File: config.mk
export PLATFORM = sky130hd
export DESIGN_NAME = wb_unit_flat
export DESIGN_NICKNAME = d
export VERILOG_FILES = /design/src/rtl/wb_pkg.sv /design/src/rtl/wb_if.sv /design/src/rtl/wb_fifo.sv /design/src/rtl/wb_unit.sv /design/src/flat_wrapper.sv
export SDC_FILE = /design/constraint.sdc
export NUM_CORES = 1
export LEC_CHECK = 0
export BUFFER_PORTS_ARGS = -buffer_cell sky130_fd_sc_hd__buf_4
export CAP_MARGIN = 20
export CORE_ASPECT_RATIO = 1.25
export CORE_UTILIZATION = 55
export CTS_CLUSTER_DIAMETER = 200
export DETAILED_ROUTE_END_ITERATION = 7
export PLACE_DENSITY_LB_ADDON = 0.3
export SYNTH_ARGS = -nofsm -noshare
export SYNTH_HDL_FRONTEND = slang
export SYNTH_SLANG_ARGS = --single-unit
File: constraint.sdc
create_clock -name clk_i -period 5.8 [get_ports clk_i]
set_clock_uncertainty 0.2 [all_clocks]
set_input_delay 0.87 -clock clk_i [delete_from_list [all_inputs] [get_ports clk_i]]
set_output_delay 0.87 -clock clk_i [all_outputs]
set_load 0.02 [all_outputs]
File: src/rtl/wb_pkg.sv
// Shared types for the writeback unit: the write request record and the
// output source selector.
package wb_pkg;

  localparam int REG_ADDR_W = 5;
  localparam int WB_XLEN    = 32;

  typedef struct packed {
    logic [REG_ADDR_W-1:0] addr;
    logic [WB_XLEN-1:0]    data;
  } wb_req_t;

  typedef enum logic [1:0] {
    SRC_NONE,
    SRC_ALU,
    SRC_FIFO,
    SRC_LSU
  } wb_src_e;

endpackage

File: src/rtl/wb_if.sv
// Writeback bus: issue/ALU/LSU producers on one side, register file write
// port and load scoreboard on the other.
interface wb_if
  import wb_pkg::*;
#(
  parameter int XLEN = WB_XLEN
);

  logic                  iss_valid_i;
  logic [REG_ADDR_W-1:0] iss_rd_addr_i;
  logic                  alu_valid_i;
  logic [REG_ADDR_W-1:0] alu_rd_addr_i;
  logic [XLEN-1:0]       alu_rd_data_i;
  logic                  lsu_valid_i;
  logic                  lsu_ready_o;
  logic [REG_ADDR_W-1:0] lsu_rd_addr_i;
  logic [XLEN-1:0]       lsu_rd_data_i;
  logic [REG_ADDR_W-1:0] rd_addr_o;
  logic [XLEN-1:0]       rd_data_o;
  logic                  rd_wren_o;
  logic [31:0]           pending_o;

  modport master (
    output iss_valid_i, iss_rd_addr_i,
    output alu_valid_i, alu_rd_addr_i, alu_rd_data_i,
    output lsu_valid_i, lsu_rd_addr_i, lsu_rd_data_i,
    input  lsu_ready_o, rd_addr_o, rd_data_o, rd_wren_o, pending_o
  );

  modport slave (
    input  iss_valid_i, iss_rd_addr_i,
    input  alu_valid_i, alu_rd_addr_i, alu_rd_data_i,
    input  lsu_valid_i, lsu_rd_addr_i, lsu_rd_data_i,
    output lsu_ready_o, rd_addr_o, rd_data_o, rd_wren_o, pending_o
  );

endinterface

File: src/rtl/wb_fifo.sv
// Load-return buffer: synchronous FIFO of write requests with extra-MSB
// pointers so full and empty are told apart without a counter.
module wb_fifo
  import wb_pkg::*;
#(
  parameter int DEPTH = 4
) (
  input  logic    clk_i,
  input  logic    rst_ni,
  input  logic    push,
  input  logic    pop,
  input  wb_req_t din,
  output logic    full,
  output logic    empty,
  output wb_req_t head
);

  localparam int AW = $clog2(DEPTH);

  wb_req_t     mem [DEPTH];
  logic [AW:0] wptr;
  logic [AW:0] rptr;

  always_ff @(posedge clk_i or negedge rst_ni) begin
    if (!rst_ni) begin
      wptr <= '0;
      rptr <= '0;
    end else begin
      if (push) wptr <= wptr + (AW+1)'(1);
      if (pop)  rptr <= rptr + (AW+1)'(1);
    end
  end

  // Storage carries data only, so it is left out of reset.
  always_ff @(posedge clk_i) begin
    if (push) mem[wptr[AW-1:0]] <= din;
  end

  assign full  = (wptr[AW] != rptr[AW]) && (wptr[AW-1:0] == rptr[AW-1:0]);
  assign empty = (wptr == rptr);
  assign head  = mem[rptr[AW-1:0]];

endmodule

File: src/rtl/wb_unit.sv
// Writeback unit: merges ALU results and buffered LSU returns into one
// registered register-file write port and tracks loads in flight.
// Optional macro WB_BYPASS_EN lets an LSU return skip the empty buffer.
module wb_unit
  import wb_pkg::*;
#(
  parameter int LSU_FIFO_DEPTH = 4,
  parameter int XLEN           = WB_XLEN
) (
  input  logic clk_i,
  input  logic rst_ni,
  wb_if.slave  bus
);

  wb_req_t         alu_req;
  wb_req_t         lsu_req;
  wb_req_t         fifo_head;
  wb_req_t         sel_req;
  wb_src_e         sel;
  logic            fifo_full;
  logic            fifo_empty;
  logic            fifo_push;
  logic            fifo_pop;
  logic            lsu_accept;
  logic [XLEN-1:0] alu_data;
  logic [XLEN-1:0] lsu_data;
  logic [31:0]     set_mask;
  logic [31:0]     clr_mask;
  logic [31:0]     pending_nxt;

  wb_req_t         req_p1;
  logic            vld_p1;
  logic [31:0]     pending_p1;

  assign alu_data = bus.alu_rd_data_i;
  assign lsu_data = bus.lsu_rd_data_i;
  assign alu_req  = '{addr: bus.alu_rd_addr_i, data: alu_data};
  assign lsu_req  = '{addr: bus.lsu_rd_addr_i, data: lsu_data};

  assign bus.lsu_ready_o = !fifo_full;
  assign lsu_accept      = bus.lsu_valid_i && !fifo_full;

  // ALU always wins; the buffer drains only in ALU-idle cycles.
  always_comb begin
    sel      = SRC_NONE;
    sel_req  = '0;
    fifo_pop = 1'b0;
    if (bus.alu_valid_i) begin
      sel     = SRC_ALU;
      sel_req = alu_req;
    end else if (!fifo_empty) begin
      sel      = SRC_FIFO;
      sel_req  = fifo_head;
      fifo_pop = 1'b1;
    end
`ifdef WB_BYPASS_EN
    else if (bus.lsu_valid_i) begin
      sel     = SRC_LSU;
      sel_req = lsu_req;
    end
`endif
  end

  assign fifo_push = lsu_accept && (sel != SRC_LSU);

  wb_fifo #(
    .DEPTH (LSU_FIFO_DEPTH)
  ) u_fifo (
    .clk_i  (clk_i),
    .rst_ni (rst_ni),
    .push   (fifo_push),
    .pop    (fifo_pop),
    .din    (lsu_req),
    .full   (fifo_full),
    .empty  (fifo_empty),
    .head   (fifo_head)
  );

  // Scoreboard: a new issue to the same rd outranks the clearing write.
  always_comb begin
    set_mask = '0;
    clr_mask = '0;
    if (bus.iss_valid_i) set_mask = 32'b1 << bus.iss_rd_addr_i;
    if (sel == SRC_FIFO || sel == SRC_LSU) clr_mask = 32'b1 << sel_req.addr;
    pending_nxt    = (pending_p1 & ~clr_mask) | set_mask;
    pending_nxt[0] = 1'b0;
  end

  // ---- stage p1: register file write port and scoreboard ----
  always_ff @(posedge clk_i or negedge rst_ni) begin
    if (!rst_ni) begin
      req_p1     <= '0;
      vld_p1     <= 1'b0;
      pending_p1 <= '0;
    end else begin
      req_p1     <= sel_req;
      vld_p1     <= (sel != SRC_NONE) && (sel_req.addr != '0);
      pending_p1 <= pending_nxt;
    end
  end

  assign bus.rd_addr_o = req_p1.addr;
  assign bus.rd_data_o = req_p1.data;
  assign bus.rd_wren_o = vld_p1;
  assign bus.pending_o = pending_p1;

endmodule

File: src/flat_wrapper.sv
// flat-port wrapper written by rule: the top's interface ports become plain ports
module wb_unit_flat import wb_pkg::*;
#(
  parameter int LSU_FIFO_DEPTH = 4,
  parameter int XLEN           = WB_XLEN
)
  (clk_i, rst_ni, bus_iss_valid_i, bus_iss_rd_addr_i, bus_alu_valid_i, bus_alu_rd_addr_i, bus_alu_rd_data_i, bus_lsu_valid_i, bus_lsu_rd_addr_i, bus_lsu_rd_data_i, bus_lsu_ready_o, bus_rd_addr_o, bus_rd_data_o, bus_rd_wren_o, bus_pending_o);
  wb_if #(.XLEN(XLEN)) bus_i ();
  input  logic clk_i;
  input  logic rst_ni;
  input wire logic [$bits(bus_i.iss_valid_i)-1:0] bus_iss_valid_i;
  input wire logic [$bits(bus_i.iss_rd_addr_i)-1:0] bus_iss_rd_addr_i;
  input wire logic [$bits(bus_i.alu_valid_i)-1:0] bus_alu_valid_i;
  input wire logic [$bits(bus_i.alu_rd_addr_i)-1:0] bus_alu_rd_addr_i;
  input wire logic [$bits(bus_i.alu_rd_data_i)-1:0] bus_alu_rd_data_i;
  input wire logic [$bits(bus_i.lsu_valid_i)-1:0] bus_lsu_valid_i;
  input wire logic [$bits(bus_i.lsu_rd_addr_i)-1:0] bus_lsu_rd_addr_i;
  input wire logic [$bits(bus_i.lsu_rd_data_i)-1:0] bus_lsu_rd_data_i;
  output wire logic [$bits(bus_i.lsu_ready_o)-1:0] bus_lsu_ready_o;
  output wire logic [$bits(bus_i.rd_addr_o)-1:0] bus_rd_addr_o;
  output wire logic [$bits(bus_i.rd_data_o)-1:0] bus_rd_data_o;
  output wire logic [$bits(bus_i.rd_wren_o)-1:0] bus_rd_wren_o;
  output wire logic [$bits(bus_i.pending_o)-1:0] bus_pending_o;
  assign bus_i.iss_valid_i = bus_iss_valid_i;
  assign bus_i.iss_rd_addr_i = bus_iss_rd_addr_i;
  assign bus_i.alu_valid_i = bus_alu_valid_i;
  assign bus_i.alu_rd_addr_i = bus_alu_rd_addr_i;
  assign bus_i.alu_rd_data_i = bus_alu_rd_data_i;
  assign bus_i.lsu_valid_i = bus_lsu_valid_i;
  assign bus_i.lsu_rd_addr_i = bus_lsu_rd_addr_i;
  assign bus_i.lsu_rd_data_i = bus_lsu_rd_data_i;
  assign bus_lsu_ready_o = bus_i.lsu_ready_o;
  assign bus_rd_addr_o = bus_i.rd_addr_o;
  assign bus_rd_data_o = bus_i.rd_data_o;
  assign bus_rd_wren_o = bus_i.rd_wren_o;
  assign bus_pending_o = bus_i.pending_o;
  wb_unit #(.LSU_FIFO_DEPTH(LSU_FIFO_DEPTH), .XLEN(XLEN)) u_core (.clk_i(clk_i), .rst_ni(rst_ni), .bus(bus_i));
endmodule
==> results_dict.tcl <==
set metrics [dict create \
    status "completed" \
    core-area_um2 15100 \
    wl_per_cell_um 19.5 \
    tns_ns 0 \
    netlist_area_um2 8550 \
    rsz0062_at_grt "false" \
    place_congestion 0.879 \
    critPathCapture "u_core.u_fifo.mem[3][22]$_DFFE_PP_" \
    ys_types 39 \
    startpoint_type "flip-flop" \
    maxCapViolations 0 \
    synth-edff-count 148 \
    cp_max_fo 40 \
    drtIter0Drc 391 \
    async_flop_share_pct 33.6 \
    power_frac_comb_pct 33.9 \
    min_period_ns 3.48 \
    swShare_pct 33.3 \
    antenna_left 0 \
    clk-insertion-delay-late_ns 0.49 \
    synth_nets 615 \
    first_pass_iters 5 \
    r2r_start "u_core.u_fifo.rptr[1]$_DFFE_PN0P_" \
    cts_sinks 223 \
    port_buffers 153 \
    setup_viol 0 \
    syn-mean-instance-area_um2 16.3 \
    num-fill-cells 987 \
    worstMarginPinSlew_ns 1.00 \
    slew_violations 0 \
    p_switching_mw 1.92 \
    globalRouteOverflowTotal 0 \
    layout-drive-gt1-share_pct 34.4 \
    ios 155 \
    cts_root_buf "clkbuf_16" \
    p_leak_nw 4.10 \
    cts_setup_buffers 0 \
    dp_cells 866 \
    ff2ff_path_depth 4 \
    cts_tree "built" \
    num_rows 50 \
    relSlewSlack_pct 33.0 \
    cts_max_level 1 \
    hold_class "flip-flop to flip-flop" \
    timing.final.crit_share_pct 60.0 \
    cts_resized 0 \
    drt-total-wl_mm 17.6 \
    dieWidth_um 114 \
    intPower_mw 3.83 \
    critPathCaptureType "flip-flop" \
    path_clk_slew_ns 0.06 \
    die_y_um 141 \
    grt_pass1_wl_mm 27.5 \
    syn_inst 526 \
    cts.path.max_buffers 3 \
    r2r-end "u_core.u_fifo.mem[3][22]$_DFFE_PP_" \
    drc 0 \
    vias 5130 \
    fmax_mhz 287 \
    required_ns 5.70 \
    yosysWarnings 0 \
    die_area_um2 16100 \
    numCtsBuffers 21 \
    startpoint "u_core.u_fifo.rptr[1]$_DFFE_PN0P_" \
    synth_flop_cell "edfxtp_1" \
    ys_ff_latch 223 \
    ir_drop_v 0.000365 \
    stdcell_area_um2 10600 \
    grt_max_degree 82 \
    finalNonFillerCells 903 \
    pwr-share-seq_pct 42.3 \
    powerDensity_nw_per_um2 543 \
    holdPathStages 1 \
    seq_area_frac_synth_pct 73.9 \
    postCtsHoldBufs 0 \
    finalHoldViolations 0 \
    grt_usage_pct 22.6 \
    n_antenna_cell 0 \
    synthToLayoutAreaGrowth_pct 23.7 \
    reg2reg_setup_slack_ns 2.32 \
    via_per_inst 5.68 \
    crit_arrival_ns 3.38 \
    fin_ws_ns 2.32 \
    antenna_found_initial 0 \
    clockPowerShare_pct 23.8 \
    pre_cts_ws_ns 2.27 \
    grt_pass1_vias 5365 \
    post-dp-hpwl_mm 11.1 \
    placed_area_um2 9870 \
    nets 770 \
    path_class "flip-flop to flip-flop" \
    initial_utilization_pct 56.7 \
]
-- logic make-up after synthesis --
family | count (synthesis) | synth area share (%)
DFF | 223 | 73.9
other | 1 | 0.0438
muxes | 38 | 9.88
xor gates and xnor gates | 7 | 0.805
AOI/OAI and AO/OA | 111 | 7.36
adders and majority gates | 5 | 0.732
buffers and inverters | 27 | 1.46
and+or+nand+nor | 114 | 5.81
-- final cells by class --
class                   count  area, um2  area share, %
well taps                 208        260           2.46
inverters                   4       15.0          0.142
clock inverters            12        121           1.15
multi-input cells         276       2110           20.0
flip-flops and latches    223       6320           59.8
repair buffers            155       1160           11.0
clock buffers              25        582           5.50
-- per-stage QoR --
step	power (mW)	utilization, %	hold WS (ns)
after CTS	5.80	70.1	0.309
after floorplan	3.66	-	0.260
after global routing	6.03	70.1	0.326
after global placement	4.35	65.5	0.278
after detailed placement	4.42	65.5	0.284
final	5.75	70.1	0.305
-- worst min-delay path by stage --
stage / startpoint / to
floorplan: u_core.u_fifo.wptr[2]$_DFFE_PN0P_ / u_core.u_fifo.wptr[2]$_DFFE_PN0P_
global placement: u_core.u_fifo.rptr[2]$_DFFE_PN0P_ / u_core.u_fifo.rptr[2]$_DFFE_PN0P_
global route: u_core.bus.pending_o[20]$_DFF_PN0_ / u_core.bus.pending_o[20]$_DFF_PN0_
detailed placement: u_core.u_fifo.wptr[2]$_DFFE_PN0P_ / u_core.u_fifo.wptr[2]$_DFFE_PN0P_
finish: u_core.u_fifo.rptr[2]$_DFFE_PN0P_ / u_core.u_fifo.rptr[2]$_DFFE_PN0P_
CTS: u_core.u_fifo.rptr[2]$_DFFE_PN0P_ / u_core.u_fifo.rptr[2]$_DFFE_PN0P_
-- cell usage after synthesis (all sizes together) (2+ instances only) --
master / number / area share, %
xor2: 5 / 0.60
mux4: 37 / 9.7
ha: 5 / 0.73
xnor2: 2 / 0.20
buf: 7 / 0.59
nand3: 7 / 0.41
nor2: 4 / 0.18
o32a: 3 / 0.35
and2: 4 / 0.29
nand2b: 4 / 0.29
edfxtp: 148 / 52
nand2: 81 / 3.6
o21a: 3 / 0.28
nor3: 2 / 0.12
or3: 4 / 0.29
clkbuf: 16 / 0.70
dfrtp: 75 / 22
o31ai: 10 / 0.94
o21ai: 90 / 5.3
inv: 3 / 0.13
nand3b: 2 / 0.18
nor2b: 3 / 0.22
-- worst max-delay path, cell delays in order, from the launching register on --
cell      delay, ns
dfrtp_2        0.99
xor2_1         0.50
nor2_1         0.11
a21boi_1       0.38
and2_2         0.90
-- cell usage in the layout (no fill, tap or decap), types with 2 or more instances in the layout --
cell type / count
ha_1: 5
dfrtp_2: 2
o21a_1: 2
nand2b_1: 4
clkbuf_16: 22
and2_2: 4
or3_1: 4
nand3b_1: 2
nand3_1: 7
clkinv_2: 6
nand2_1: 81
o21ai_0: 83
inv_1: 3
bufinv_16: 2
clkinvlp_4: 3
clkbuf_8: 2
nor2_1: 4
o32a_1: 3
dfrtp_1: 73
edfxtp_1: 148
mux4_2: 37
o21ai_1: 7
nor3_1: 2
xnor2_1: 2
buf_4: 155
o31ai_1: 9
xor2_1: 4
nor2b_1: 3
-- power groups by stage --
stage          clock (mW)  sequential (mW)  combinational [mW]
2_1_floorplan           0             2.64                1.02
3_3_place_gp            0             2.43                1.92
3_5_place_dp            0             2.46                1.96
4_1_cts              1.38             2.44                1.97
5_1_grt              1.44             2.48                2.11
6_report             1.37             2.43                1.95
-- registers in the layout, indices dropped and copies added, names as in the netlist --
name                  cells
u_core.bus.rd_wren_o      1
u_core.u_fifo.wptr        3
u_core.bus.rd_data_o     32
u_core.bus.rd_addr_o      5
u_core.u_fifo.rptr        3
u_core.bus.pending_o     31
u_core.u_fifo.mem       148
-- metal layers --
layer  share of wire (%)  vias up  GRT usage [%]
li1                    -     2308              -
met1                  38     2571           27.0
met2                  53      209           41.1
met3                 5.9       42           3.76
met4                 3.0        0           8.52
met5                   0        -              0
No activity file was read; power rests on OpenSTA's default activity.
